`src/rtl/data_sram_bridge_pkg.sv`:
```
// Shared types and constants for the MEM-stage data SRAM bridge:
// FSM encoding, bus size codes and the kseg0/kseg1 segment map constants.
package data_sram_bridge_pkg;

   typedef enum logic [1:0] {
      IDLE = 2'd0,
      ADDR = 2'd1,
      DATA = 2'd2,
      DONE = 2'd3
   } state_t;

   localparam logic [1:0] SIZE_B = 2'd0;
   localparam logic [1:0] SIZE_H = 2'd1;
   localparam logic [1:0] SIZE_W = 2'd2;

   // addr[31:30]==2'b10 selects kseg0/kseg1; both alias physical memory from 0
   localparam logic [1:0] SEG_KSEG01   = 2'b10;
   localparam logic [2:0] SEG_PHYS_TOP = 3'b000;

endpackage

```
`src/rtl/data_addr_map.sv`:
```
// Combinational virtual-to-physical translate: kseg0/kseg1 lose their top three
// address bits, every other address passes through unchanged. Zero latency.
module data_addr_map
   import data_sram_bridge_pkg::*;
#(
   parameter int ADDR_W = 32
) (
   input  logic [ADDR_W-1:0] vaddr,
   output logic [ADDR_W-1:0] paddr
);

   always_comb begin
      paddr = vaddr;
      if (vaddr[ADDR_W-1 -: 2] == SEG_KSEG01) begin
         paddr[ADDR_W-1 -: 3] = SEG_PHYS_TOP;
      end
   end

endmodule

```
`src/rtl/data_sram_bridge.sv`:
```
// MEM-stage data access to SRAM-like bus (req/addr_ok/data_ok); stalls the pipeline 3+ cycles
// per access, one transaction outstanding. DATA_SRAM_BRIDGE_ADDR_MAP_EN enables the kseg0/1 map.
module data_sram_bridge
   import data_sram_bridge_pkg::*;
#(
   parameter int ADDR_W = 32,
   parameter int DATA_W = 32
) (
   input  logic              clk,
   input  logic              rst,
   input  logic              mem_enM,
   input  logic              memwriteM,
   input  logic [1:0]        mem_sizeM,
   input  logic [3:0]        sig_write,
   input  logic [ADDR_W-1:0] aluoutM,
   input  logic [DATA_W-1:0] writedataM,
   input  logic              flushM,
   input  logic              stall_ext,
   output logic              stall_memM,
   output logic [DATA_W-1:0] readdataM,
   output logic              data_req,
   output logic              data_wr,
   output logic [1:0]        data_size,
   output logic [3:0]        data_wstrb,
   output logic [ADDR_W-1:0] data_addr,
   output logic [DATA_W-1:0] data_wdata,
   input  logic              data_addr_ok,
   input  logic [DATA_W-1:0] data_rdata,
   input  logic              data_data_ok
);

   state_t            state;
   logic [ADDR_W-1:0] addr_q;

   // DONE releases the stall even while stall_ext holds mem_enM high
   assign stall_memM = mem_enM & ~flushM & (state != DONE);

   always_ff @(posedge clk or negedge rst) begin
      if (!rst) begin
         state      <= IDLE;
         data_req   <= 1'b0;
         data_wr    <= 1'b0;
         data_size  <= '0;
         data_wstrb <= '0;
         addr_q     <= '0;
         data_wdata <= '0;
         readdataM  <= '0;
      end else begin
         case (state)
            IDLE: begin
               if (mem_enM && !flushM) begin
                  state      <= ADDR;
                  data_req   <= 1'b1;
                  data_wr    <= memwriteM;
                  data_size  <= mem_sizeM;
                  data_wstrb <= sig_write;
                  addr_q     <= aluoutM;
                  data_wdata <= writedataM;
               end
            end
            ADDR: begin
               // an accepted request cannot be recalled, so addr_ok wins over flush
               if (data_addr_ok) begin
                  state    <= DATA;
                  data_req <= 1'b0;
               end else if (flushM) begin
                  state    <= IDLE;
                  data_req <= 1'b0;
               end
            end
            DATA: begin
               if (data_data_ok) begin
                  state     <= DONE;
                  readdataM <= data_rdata;
               end
            end
            DONE: begin
               if (!stall_ext) begin
                  state <= IDLE;
               end
            end
            default: state <= IDLE;
         endcase
      end
   end

`ifdef DATA_SRAM_BRIDGE_ADDR_MAP_EN
   data_addr_map #(
      .ADDR_W(ADDR_W)
   ) u_addr_map (
      .vaddr(addr_q),
      .paddr(data_addr)
   );
`else
   assign data_addr = addr_q;
`endif

endmodule
```
`config.mk`:
```
export PLATFORM = sky130hd
export DESIGN_NAME = data_sram_bridge
export DESIGN_NICKNAME = d
export VERILOG_FILES = /design/src/rtl/data_sram_bridge_pkg.sv /design/src/rtl/data_addr_map.sv /design/src/rtl/data_sram_bridge.sv
export SDC_FILE = /design/constraint.sdc
export NUM_CORES = 1
export LEC_CHECK = 0
export BUFFER_PORTS_ARGS = -buffer_cell sky130_fd_sc_hd__buf_2
export CORE_ASPECT_RATIO = 0.75
export CORE_MARGIN = 2
export CORE_UTILIZATION = 42
export CTS_BUF_LIST = sky130_fd_sc_hd__clkbuf_4 sky130_fd_sc_hd__clkbuf_8
export DETAILED_ROUTE_END_ITERATION = 10
export GPL_TIMING_DRIVEN = 1
export PLACE_DENSITY = 0.81
export SLEW_MARGIN = 30
export SYNTH_ARGS = -nofsm -noshare
export SYNTH_HDL_FRONTEND = slang
export SYNTH_SLANG_ARGS = --single-unit
export TNS_END_PERCENT = 10
```
`constraint.sdc`:
```
create_clock -name clk -period 1.6 [get_ports clk]
set_input_delay 0.08 -clock clk [delete_from_list [all_inputs] [get_ports clk]]
set_output_delay 0.08 -clock clk [all_outputs]
set_load 0.02 [all_outputs]
```
Word-level counts from Yosys, hierarchy flattened
Cells that the tools add are included.
{ "op_classes": {"n_eq_ne": 8, "muxes": 10, "n_bitwise": 3, "n_reduce_logical": 8} }
{ "ops": {"columns": ["op", "count"], "rows": [
  ["2-to-1 mux 2 bit", 5],
  ["inequality test 2 bit, second input constant", 4],
  ["case mux 2 bit (4 select lines)", 1],
  ["equality test 2 bit, second input constant", 2],
  ["AND reduction 2 bit", 2],
  ["AND reduction 4 bit", 1],
  ["2-to-1 mux 1 bit", 3],
  ["inequality test 3 bit, second input constant", 1],
  ["AND reduction 3 bit", 1],
  ["AND 1 bit", 2],
  ["equality test 2 x 1 -> 1 bit, second input constant", 1],
  ["logical NOT 2 bit", 1],
  ["case mux 1 bit (2 select lines)", 1],
  ["nonzero test 2 bit", 1],
  ["logical AND 1 bit", 1],
  ["logical NOT 1 bit", 1],
  ["NOT 1 bit", 1]
]} }
{ "totals": {"ff_bits": 106, "out_inout_bits": 105, "wordCells": 37} }

Logic depth before layout (Yosys ltp)
Gate-level depths: netlist of the first run.
{ "depth": {"ltp_word": 4, "ltp_mapped": 4, "ltp_nobuf": 3} }

Least setup slack after synthesis of the first run
OpenSTA, ideal clock, no wires.
{ "synth_path": {"path_type": "register to register", "start": "reg (tool-made name)", "end": "reg addr_q[0] (netlist: data_addr[0])", "setup_ns": 0.125, "arrival_time_ns": 1.421, "t_required_ns": 1.475, "path_slack_ns": 0.055, "stages_incl_launch_ff": 4, "n_path_buf": 1, "path_cell_list": "dfrtp_1 > nor3_4 > buf_6 > mux2_2"} }
{ "synth_rtl": {"columns": ["item", "line", "text"], "rows": [
  ["end signal: assignment", "data_sram_bridge.sv:57", "addr_q <= aluoutM;"],
  ["end: declaration", "data_sram_bridge.sv:33", "logic [ADDR_W-1:0] addr_q;"]
]} }

==> reports/metrics.cfg, run 1 <==
[outcome]
outcome = finished clean

[sta]
slew_violations = 0
slew_headroom_pct = 72.8
hold_viol = 0
fin_crit_sh_pct = 94.8
setup_viol = 0
rsz0062_at_grt = false
tns_ps = 0
fin_skew_ps = 4.27
max_freq_ghz = 0.659
period_minus_slack_ps = 1520
worst_pin_slew_ps = 408
hold_ws_ps = 69.7

[detailed_routing]
wire_per_inst_microns = 15.9
drc = 0
first_iter_violations = 99
ant_nets = 0
drt_pass1_iterations = 4
vias = 3226
wl_mm = 11.0
vias_per_cell = 4.65

[critical_path]
endpoint_kind = flip-flop
r2r-end = data_addr[18]
critPathTopFamily = flip-flops
crit_required_ps = 1840
critPathSlowestCell = dfrtp_1
critPathKind = flip-flop to flip-flop
worstPathCellList = nor3_4 > buf_12 > mux2_2
critPathBufInv = 1
crit_cells = 3
rrSetupSlack_ps = 80
slowest_delay_ps = 420
start_kind = flip-flop
reg2reg_depth = 3
critPathArrivalTime_ps = 1760
crit_fanout = 47
endpoint = data_addr[18]

[synth]
netlist_instances = 233
synth-xor-area-share_pct = 0
synth_top_family_by_area = multiplexers
synth_simple_gate_area_share_pct = 1.34
syn_area_per_cell_sq_um = 17.2
yosys_warnings = 0
muxShareOfSynthArea_pct = 28.9
syn_area_sq_um = 4010
synth_cell_types = 16
synth_fp_nets = 343
synth-seq-cells = 106
synth-compound-area-share_pct = 1.12
synthAdderAreaFrac_pct = 0
yosysSeqAreaShare_pct = 66.2

[floorplanning]
die_w_microns = 117
die_h_microns = 88.6
core_sq_um = 9160
die_area_sq_um = 10400
start_util_pct = 43.8
num_rows = 30
io_pins = 215

[place]
port_buffers = 214
dpl_cell_area_sq_um = 5260
gp_congestion = 0.785
dpl.hpwl_mm = 6.54

[finish]
nets = 671
drive_above_1_share_pct = 59.5
stdcell_area_sq_um = 6500
n_antenna_cell = 0
syn_to_final_growth_pct = 62.2

[global_route]
grt_usage_pct = 21.4
grt_pass1_wl_mm = 16.9
antenna_found_initial = 0
first_global_vias = 3556
grt-ovfl-total = 0
grt_max_degree = 57

[cts]
cts-buffers-inserted = 9
htree_levels = 3
cts_setup_buffers = 0
cts_tree = yes
clk_pin_slew_ps = 90
clock_latency_ps = 350
cts.sinks = 106
clk_path_buf_depth = 2
clockRootBuffer = clkbuf_8

[power_and_ir_drop]
irDropWorstVdd_uv = 1020
power_density_nw_per_um2 = 1830
p_leak_uw = 0.00317

[hold_path]
hold_path.class = input pin to flip-flop

[flow_run]
drv_cap = 0

-- worst min-delay path by stage --
| stage | slack, ps | start | to | cells after the start |
|---|---|---|---|---|
| 3_5_place_dp | 40 | rst | data_wdata[12] | 1 |
| 3_3_place_gp | 30 | rst | data_addr[6] | 1 |
| 6_report | 70 | data_addr_ok | flip-flop | 3 |
| 5_1_grt | 90 | flushM | data_req | 3 |
| 2_1_floorplan | -220 | rst | asynchronous set/reset pin | 0 |
| 4_1_cts | 40 | data_addr_ok | flip-flop | 3 |
-- what timing repair did --
| item | CTS | global route |
|---|---|---|
| hold endpoints to repair | 133 | 0 |
| hold buffers | 105 | 0 |
| gates resized for setup | 0 | 0 |
-- sequential cells by signal, indices dropped and copies added, names as in the netlist, named ones only --
name and flops:
data_wr 1, data_wstrb 4, data_req 1, data_addr 32, data_size 2, readdataM 32
data_wdata 32, state 1
-- cell families (layout without fill, tap and decap cells) --
family          Yosys count  after routing
compound gates            7              7
buf+inv                  11            344
flops                   106            106
mux                     103            103
simple gates              6              6
-- per-stage QoR --
| stage | power, uW | instances | setup slack, ps | util, % |
|---|---|---|---|---|
| 3_5_place_dp | 10100 | 573 | 90.4 | 57.4 |
| 2_1_floorplan | 8070 | 233 | 54.7 | - |
| 5_1_grt | 12600 | 694 | 20.7 | 71.0 |
| 6_report | 11900 | 694 | 83.7 | 71.0 |
| 4_1_cts | 11900 | 694 | 70.9 | 71.0 |
| 3_3_place_gp | 9870 | 573 | 137 | 57.4 |
-- synth_stat cells (all sizes together) --
cell	count	area [sq um]
a21o	2	15.0
mux2	103	1160
nand2	1	3.75
nor3	1	16.3
o21ai	1	5.00
a31oi	1	6.26
inv	1	3.75
buf	10	93.8
nor2b	2	12.5
nand2b	1	13.8
nor3b	1	7.51
a21oi	2	10.0
a211o	1	8.76
dfrtp	106	2650
-- worst reg2reg max path: stages, from the launching register on --
cell and delay (ps):
dfrtp_1 420, nor3_4 300, buf_12 280, mux2_2 410
-- cell usage in the layout, fill, tap and decap left out --
cell           instances
clkbuf_4               2
buf_2                213
buf_4                  5
a211o_1                1
clkinv_2               2
a21oi_1                2
mux2_1                 6
clkbuf_8               9
o21ai_0                1
dlygate4sd3_1        105
nand2b_4               1
nor3_4                 1
bufinv_16              1
dfrtp_1              106
buf_12                 4
nor2b_1                2
clkinvlp_4             2
a31oi_1                1
mux2_2                97
nand2_1                1
nor3b_1                1
inv_1                  1
a21o_1                 2
-- layer usage --
metal  vias to the layer above  global-route usage (%)  part of all wire (%)
met4                         0                    9.73                   3.1
met1                      1562                    23.1                    37
met5                         -                       0                     0
met3                        38                    6.78                   7.5
met2                       146                    38.7                    52
li1                       1480                       -                     -
-- where the power goes --
group	total (uW)	internal (uW)	switching, uW
registers	4730	4040	691
logic	5550	2460	3090
clock network	1620	754	868
-- final cells by class --
class                           instances  area (sq um)
Clock buffer                           11           139
Clock inverter                          5          55.1
Fill cell                             658          2660
Inverter                                1          3.75
Multi-Input combinational cell        116          1260
Sequential cell                       106          2650
Tap cell                              128           160
Timing Repair Buffer                  327          2230
No activity file was read; power rests on OpenSTA's default activity.
==> run 2, diff against run 1 <==
Settings changed: ABC_AREA set to 1, CORE_UTILIZATION 42 to 43.
==> reports/metrics.cfg, run 2 <==
[outcome]
outcome = finished clean  ; unchanged

[synth]
syn_area_per_cell_sq_um = 10.8  ; was 17.2 sq um
ys_top_cells_by_count = 106 x dfrtp_1, 83 x nand2_1, 77 x inv_1  ; was 106 x dfrtp_1, 97 x mux2_2, 7 x buf_6
yosysMostFrequentCell = dfrtp_1  ; unchanged
synthFlopType = dfrtp_1  ; unchanged
yosysTopAreaCell = dfrtp_1  ; unchanged
synthDominantCellAreaShare_pct = 61.5  ; was 66.2%
synthTopCellsByArea = dfrtp_1 61%, mux2_4 10%, nand2_1 7.2%  ; was dfrtp_1 66%, mux2_2 27%, buf_6 2.0%
synth_cell_types = 16  ; unchanged
synth-edff-count = 0  ; unchanged
async_flop_share_pct = 100  ; unchanged
syn_area_sq_um = 4310  ; was 4010 sq um
yosysSeqAreaShare_pct = 61.5  ; was 66.2%
yosys_warnings = 0  ; unchanged
netlist_instances = 399  ; was 233
synth-seq-cells = 106  ; unchanged
synth_fp_nets = 509  ; was 343

[sta]
fin_skew_ps = 9.99  ; was 4.27 ps
fin_crit_sh_pct = 90.7  ; was 94.8%
slew_headroom_pct = 62.6  ; was 72.8%
tns_ps = 0  ; unchanged
rsz0062_at_grt = false  ; unchanged
slew_violations = 0  ; unchanged
period_minus_slack_ps = 1450  ; was 1520 ps
worst_pin_slew_ps = 560  ; was 408 ps
hold_viol = 0  ; unchanged
max_freq_ghz = 0.689  ; was 0.659 GHz
setup_viol = 0  ; unchanged

[place]
port_buffers = 214  ; unchanged
dpl.hpwl_mm = 7.28  ; was 6.54 mm
gp_congestion = 0.782  ; was 0.785
dpl_cell_area_sq_um = 5530  ; was 5260 sq um

[cts]
clockRootBuffer = clkbuf_8  ; unchanged
cts.sinks = 106  ; unchanged
cts_resized = 0  ; unchanged
clk_pin_slew_ps = 100  ; was 90 ps
cts_tree = yes  ; unchanged
clock_latency_ps = 360  ; was 350 ps
clk_path_buf_depth = 2  ; unchanged
cts-buffers-inserted = 9  ; unchanged
htree_levels = 3  ; unchanged

[detailed_routing]
drc = 0  ; unchanged
drt_pass1_iterations = 4  ; unchanged
wire_per_inst_microns = 14.3  ; was 15.9 microns
vias = 3921  ; was 3,226
vias_per_cell = 4.59  ; was 4.65
wl_mm = 12.2  ; was 11.0 mm
ant_nets = 0  ; unchanged
first_iter_violations = 189  ; was 99

[power_and_ir_drop]
p_leak_uw = 0.00382  ; was 0.00317 uW
power_density_nw_per_um2 = 1740  ; was 1830 nW/um^2
irDropWorstVdd_uv = 1070  ; was 1020 uV
totalPowerFinal_uw = 11800  ; was 11,900 uW

[critical_path]
crit_required_ps = 1840  ; about the same
critPathTopFamily = flip-flops  ; unchanged
worstPathCellList = nand3_4 > buf_12 > mux2_4  ; was nor3_4 > buf_12 > mux2_2
critPathSlowestCell = dfrtp_1  ; unchanged
slowest_delay_ps = 500  ; was 420 ps
critPathKind = flip-flop to flip-flop  ; unchanged
crit_fanout = 12  ; was 47
critPathBufInv = 1  ; unchanged
endpoint_kind = flip-flop  ; unchanged
start_kind = flip-flop  ; unchanged
critPathArrivalTime_ps = 1690  ; was 1760 ps

[global_route]
grt_usage_pct = 23.2  ; was 21.4%
grt_max_degree = 107  ; was 57
first_global_vias = 4182  ; was 3,556
grt_pass1_wl_mm = 19.6  ; was 16.9 mm
grt-ovfl-total = 0  ; unchanged
antenna_found_initial = 0  ; unchanged

[finish]
layout_common_cells = 213 x buf_2, 106 x dfrtp_1, 105 x dlygate4sd3_1  ; unchanged
drive_above_1_share_pct = 37.9  ; was 59.5%
n_antenna_cell = 0  ; unchanged
nets = 828  ; was 671
syn_to_final_growth_pct = 56.6  ; was 62.2%
final_common_cell = buf_2  ; unchanged
final_core_util_pct = 69.7  ; was 71.0%
stdcell_area_sq_um = 6760  ; was 6500 sq um
fill_cells = 684  ; was 658

[floorplanning]
num_rows = 31  ; was 30
core_sq_um = 9700  ; was 9160 sq um
start_util_pct = 44.5  ; was 43.8%
die_area_sq_um = 10900  ; was 10,400 sq um
die_w_microns = 120  ; was 117 microns
die_h_microns = 90.7  ; was 88.6 microns
io_pins = 215  ; unchanged

[flow_run]
drv_cap = 0  ; unchanged

[hold_path]
hold_path.class = input pin to flip-flop  ; unchanged

run 2: cell types whose count changed in the layout (fill, tap and decap cells not counted), moves of 6 or more:
cell / delta
o21ai_0: +42
nand2_1: +82
o21ai_1: +27
inv_1: +76
mux2_1: -6
mux2_2: -95
mux2_4: +30
run 2: layer usage:
metal  up-vias  wire (microns)  GRT usage (%)
met5         -               0              0
met4         0             449           10.5
met3        42             801           6.57
met2       179            6380           43.0
met1      1832            4610           24.1
li1       1868               -              -
run 2: area by class of cell:
| cell class | count | area [sq um] | share of cell area, % |
|---|---|---|---|
| multi-input cells | 198 | 1230 | 18.2 |
| clock buffers | 12 | 153 | 2.26 |
| repair buffers | 326 | 2240 | 33.1 |
| flip-flops and latches | 106 | 2650 | 39.3 |
| inverters | 77 | 289 | 4.28 |
| clock inverters | 4 | 27.5 | 0.407 |
| well taps | 132 | 165 | 2.44 |
run 2: logic make-up (layout without fill, tap and decap cells):
| family | Yosys count | count (layout) | share of synthesized area (%) |
|---|---|---|---|
| muxes | 32 | 32 | 11.0 |
| buffers and inverters | 95 | 419 | 10.2 |
| DFF | 106 | 106 | 61.5 |
| and+or+nand+nor | 92 | 92 | 8.61 |
| AOI/OAI and AO/OA | 74 | 74 | 8.76 |
run 2: final timing paths:
| path | start | endpoint | slack, ps | cells after the start |
|---|---|---|---|---|
| setup / recovery | flip-flop | readdataM[5] | 150 | 3 |
| hold / removal | stall_ext | state[0] | 160 | 6 |
| setup reg to reg | flip-flop | readdataM[5] | 150 | 3 |
| hold reg to reg | data_wdata[1] | data_wdata[1] | 490 | 2 |
| max in group asynchronous | rst | data_addr[18] | 830 | 3 |
| min in group asynchronous | rst | data_wdata[22] | 320 | 3 |
run 2: through the flow:
step                      setup WS [ps]  std cells  hold slack [ps]
after global placement              221        734              183
after floorplan                     335        399             -216
after global routing               60.0        855              172
after detailed placement            174        734              199
final                               149        855              161
after CTS                           152        855              145
run 2: repair_timing:
| action | CTS | global route |
|---|---|---|
| hold buffers | 105 | 0 |
| buffers inserted | 0 | 0 |
| endpoints found under the hold margin | 210 | 0 |
run 2: power breakdown:
group          leakage [uW]  internal [uW]  switching (uW)
registers           0.00130           3960             762
clock network     0.0000855            641             847
logic               0.00243           2290            3280
run 2: worst min-delay path, stage by stage:
cell and delay, ps:
buf_2 80, nand3_1 70, nand2_1 60, inv_1 50
nand3_1 80, nand2_1 70
